### config.mk
export PLATFORM = sky130hd
export DESIGN_NAME = pwm_timebase
export DESIGN_NICKNAME = d
export VERILOG_FILES = /design/src/rtl/pwm_timebase.sv
export SDC_FILE = /design/constraint.sdc
export NUM_CORES = 1
export LEC_CHECK = 0
export CORE_MARGIN = 1.5
export CORE_UTILIZATION = 54
export CTS_BUF_LIST = sky130_fd_sc_hd__clkbuf_16
export DETAILED_ROUTE_END_ITERATION = 12
export PLACE_DENSITY = 0.85
export SLEW_MARGIN = 20
export SYNTH_ARGS = -nofsm -noshare
export SYNTH_HDL_FRONTEND = slang
export SYNTH_SLANG_ARGS = --single-unit
### constraint.sdc
create_clock -name clk -period 3.55 [get_ports clk]
set_input_delay 0.71 -clock clk [delete_from_list [all_inputs] [get_ports clk]]
set_output_delay 0.71 -clock clk [all_outputs]
set_load 0.03 [all_outputs]
### src/rtl/pwm_timebase.sv
// PWM carrier timebase: sawtooth or centre-aligned triangle counter with a
// shadowed period, external sync restart and registered terminal/zero flags.
module pwm_timebase #(
  parameter int WIDTH = 11,
  parameter int MODE  = 0
) (
  input  logic             clk,
  input  logic             reset,
  input  logic             enable,
  input  logic [WIDTH-1:0] period,
  input  logic             period_load,
  input  logic             sync,
  output logic [WIDTH-1:0] counter,
  output logic             dir,
  output logic             tc,
  output logic             zero,
  output logic [WIDTH-1:0] active_period
);

  localparam logic [WIDTH-1:0] ONE = WIDTH'(1);

  logic [WIDTH-1:0] cnt_q, cnt_d;
  logic [WIDTH-1:0] act_q, act_d;
  logic [WIDTH-1:0] stg_q, stg_d;
  logic             pend_q, pend_d;
  logic             dir_q, dir_d;
  logic             tc_q, tc_d;
  logic             zero_q, zero_d;
  logic             boundary;
  logic [WIDTH-1:0] cnt_inc;

  assign cnt_inc = cnt_q + ONE;

  always_comb begin
    // NOTE: every variable gets a default first so no path leaves it unassigned,
    // which would otherwise infer a latch.
    cnt_d    = cnt_q;
    dir_d    = dir_q;
    act_d    = act_q;
    stg_d    = stg_q;
    pend_d   = pend_q;
    boundary = 1'b0;

    if (sync) begin
      cnt_d    = '0;
      dir_d    = 1'b1;
      boundary = 1'b1;
    end else if (enable) begin
      if (MODE == 0) begin
        if (cnt_q == act_q) begin
          cnt_d    = '0;
          boundary = 1'b1;
        end else begin
          cnt_d = cnt_inc;
        end
      end else if (act_q == '0) begin
        cnt_d    = '0;
        dir_d    = 1'b1;
        boundary = 1'b1;
      end else if (dir_q) begin
        cnt_d = cnt_inc;
        if (cnt_inc == act_q) dir_d = 1'b0;
      end else begin
        cnt_d = cnt_q - ONE;
        if (cnt_q == ONE) begin
          dir_d    = 1'b1;
          boundary = 1'b1;
        end
      end
    end

    // Reload uses the value staged before this edge; a coincident strobe
    // lands in staging and waits for the following boundary.
    if (boundary && pend_q) begin
      act_d  = stg_q;
      pend_d = 1'b0;
    end
    if (period_load) begin
      stg_d  = period;
      pend_d = 1'b1;
    end
  end

  // Flags are derived from next state so they line up with the registered count.
  assign tc_d   = (cnt_d == act_d);
  assign zero_d = (cnt_d == '0);

  always_ff @(posedge clk) begin
    // NOTE: sequential state uses non-blocking assignments so all registers
    // update from the same pre-edge values.
    if (reset) begin
      cnt_q  <= '0;
      dir_q  <= 1'b1;
      act_q  <= period;
      stg_q  <= period;
      pend_q <= 1'b0;
      zero_q <= 1'b1;
      tc_q   <= (period == '0);
    end else begin
      cnt_q  <= cnt_d;
      dir_q  <= dir_d;
      act_q  <= act_d;
      stg_q  <= stg_d;
      pend_q <= pend_d;
      zero_q <= zero_d;
      tc_q   <= tc_d;
    end
  end

  assign counter       = cnt_q;
  assign dir           = dir_q;
  assign tc            = tc_q;
  assign zero          = zero_q;
  assign active_period = act_q;

endmodule

==> summary.md <==
| Metric | Value |
|---|---|
| Cts hold-fix bufs | 0 |
| Drt total wl | 4357 um |
| Cell count along the critical path | 8 |
| WHS Path Cells | 2 |
| Clk_skew | 2.553 ps |
| Die ar. | 3748 um^2 |
| Worst path buffer plus inverter count | 1 |
| Fill cells | 218 |
| Antenna diodes | 0 |
| Nets@finish | 247 |
| CTS Buffer Depth | 2 |
| #FFs+latches synth | 36 |
| DRT Pass-1 Iters | 4 |
| CP Cell Sequence | clkdlybuf4s50_1 > nand2_1 > nor4_1 > xnor2_1 > o221a_2 > a21oi_2 > o221a_1 > o31ai_1 |
| Crit share post-route | 78.17% |
| Post-Synthesis Cells | 190 |
| Reg2reg start | counter[5] |
| CTS tree | done |
| Die width | 61.22 um |
| Sequential share of power | 45.5% |
| Core area | 3128 um^2 |
| Required @ worst endpoint | roughly 3700 ps |
| Iter 0 DRT Violations | around 180 |
| Synth cell types | 42 |
| Skew-Pair Late Insertion Delay | 280 ps |
| Syn avg cell area | between 9 and 10 um^2 |
| Share of the synthesized area in the top cell type | ~27% |
| Main flop type after synthesis | dfxtp_1 |
| Setup tns final | 0 ps |
| Worst Hold Launch | stg_q[5] |
| Maximum number of pins on one net before global-route repair | 27 |
| Wire per inst | 15.90 um |
| Synth async-reset ratio | 0% |
| Lkg Pwr | between 0.0009 and 0.001 uW |
| Crit-path leading delay family | compound AO/OA/AOI/OAI gates |
| GPL Wtd Cong | 0.8995 |
| Synth area leaders | dfxtp_1 27%, edfxtp_1 18%, xnor2_1 8.1% |
| Logic pwr share | 16.7% |
| CTS buffer count | 5 |
| Max-cap violation count | 0 |
| Post-DP HPWL | 3094 um |
| Slowest cell on crit path | clkdlybuf4s50_1 |
| Initial Utilization | 58.52% |
| Root Driver | clkbuf_16 |
| Cell Int Power | 787.8 uW |
| Setup crit end kind | register |
| Clk sink count | 36 |
| Vias/cell | 5.872 |
| Antenna violation net count after detailed routing | 0 |
| All-Layer GR Usage | 27.11% |
| CP Max Fanout | 10 |
| Switching share of power | 26.48% |
| YS warnings | 0 |
| WS Path Type | in2reg |
| Syn Nets | a little over 200 |
| Worst min path class | reg2reg |
| Fin. max-slew vios | 0 |
| Non-filler cells, final | 274 |
| Clock power share | 37.8% |
| Worst setup SP type | input port |
| Placed cells | 267 |
| Initial antenna violation count | 0 |
| Ports | 41 |
| Remaining DRCs | 0 |
| Total grt overflow | 0 |
| # resized after CTS | 0 |
| Slowest stage delay, CP | 700 ps |
| Htree depth | 2 |
| Post-synth EDFFs | 11 |
| Pwr dens | 449.3 nW/um^2 |
| IO buf count | 39 |
| FF-to-FF path depth | 7 |
| Setup Buffers After CTS | 0 |
| Final Critical Period | 2775 ps |
| Status | complete, no violations |
| Worst setup path start | enable |
| Net Sw Power | 283.7 uW |
| Post-synth design cell area | between 1500 and 2000 um^2 |
| Arrival time at the worst endpoint | 2970 ps |
| Cell taking the most area after synthesis | dfxtp_1 |
| FMAX | roughly 0.36 GHz |
| Vias in the first global route | around 1.6k |
| Vias | 1609 |
| Final hold vios | 0 |
| Clock-pin slew on the worst setup and hold paths | about 50 ps |
| Peak supply drop | ~0.00042 V |
| RSZ-0062 raised after global routing | no |
| Layout cells sized above 1 | under 10% |
| Row cnt | 20 |
| Sequential element share of the synthesized area | roughly 45% |
| Area Growth Syn to Fin | 30.28% |
| Final setup fails | 0 |
| Die Height | about 60 um |
| First-pass GRT wire length | 7258 um |
## stage by stage
step	total power [uW]	hold slack [ps]	setup WS (ps)	cell area (um^2)	utilization, %
after floorplan	598.3	507.9	1254	1831	-
after global placement	664.9	519.1	589.0	2252	72.00
after detailed placement	670.3	538.2	529.7	2252	72.00
after CTS	1071	551.2	801.1	2385	76.24
after global routing	1109	581.9	600.1	2385	76.24
final	1071	553.1	775.1	2385	76.24
## synthesized netlist by cell type (2+ instances only)
| library cell | number |
|---|---|
| edfxtp_1 | 11 |
| nor4_1 | 7 |
| nand4_1 | 9 |
| o21ai_1 | 10 |
| nor2_1 | 19 |
| o31ai_1 | 2 |
| inv_1 | 4 |
| mux2i_1 | 14 |
| xor2_1 | 8 |
| nand2_1 | 15 |
| nor3_1 | 5 |
| buf_2 | 4 |
| o21ai_0 | 5 |
| nand3b_1 | 2 |
| nand3_1 | 4 |
| dfxtp_1 | 25 |
| xnor2_1 | 17 |
| clkbuf_1 | 3 |
| a21oi_1 | 3 |
## state kept, by name, indices dropped and copies added, names as in the netlist
name and flops:
active_period 11, stg_q 11, counter 11, tc 1, zero 1, pend_q 1
## final timing paths
path                                         end  slack (ps)
worst max-delay path                          tc         780
worst min-delay path            active_period[5]         550
worst max register to register  active_period[6]        1150
worst min register to register  active_period[5]         550
## power groups by stage
stage	Combinational, uW	Sequential [uW]	Clock (uW)
after CTS	179	486	405
after detailed placement	176	494	0
final	179	487	405
after global routing	194	491	424
after global placement	173	492	0
after floorplan	83.8	514	0
## kinds of logic (layout without fill, tap and decap cells)
family / after synthesis / count (layout) / share of synthesized area (%)
fa+ha+maj: 1 / 1 / 0.6834
flops: 36 / 36 / 45.39
other cells: 1 / 1 / 0.2049
buf+inv: 12 / 52 / 2.939
simple gates: 69 / 69 / 19.07
xor+xnor: 25 / 25 / 11.96
mux: 14 / 14 / 7.655
compound gates: 32 / 32 / 12.10
## routing by layer
| layer | up-vias | wire (um) | track usage, % |
|---|---|---|---|
| met5 | - | 0 | 0 |
| met3 | 18 | 289 | 7.983 |
| li1 | 768 | - | - |
| met1 | 745 | 1794 | 32.76 |
| met2 | 78 | 2111 | 42.86 |
| met4 | 0 | 162 | 15.84 |
## worst min-delay path, delay by kind of cell, from the launching register on
family	cells	cell delay, ps
multiplexers	1	70
AO/OA/AOI/OAI	1	110
flip-flops	1	340
## area by class of cell
type	count	area (um^2)	area share (%)
clock inverters	2	7.507	0.3148
flip-flops and latches	36	830.8	34.84
multi-input cells	142	945.9	39.66
inverters	4	15.01	0.6296
well taps	44	55.05	2.308
repair buffers	41	405.4	17.00
clock buffers	5	125.1	5.247
## placed cells by master, fill, tap and decap left out, drive strengths merged, types with 5 or more instances in the layout
cell / netlist / final
clkdlybuf4s50: 0 / 39
dfxtp: 25 / 25
nor2: 20 / 20
xnor2: 17 / 17
nand2: 15 / 15
o21ai: 15 / 15
mux2i: 14 / 14
edfxtp: 11 / 11
nand4: 9 / 9
xor2: 8 / 8
nor4: 7 / 7
nor3: 5 / 5
clkbuf: 3 / 5
Note: power is estimated with default switching activity, not from simulation.
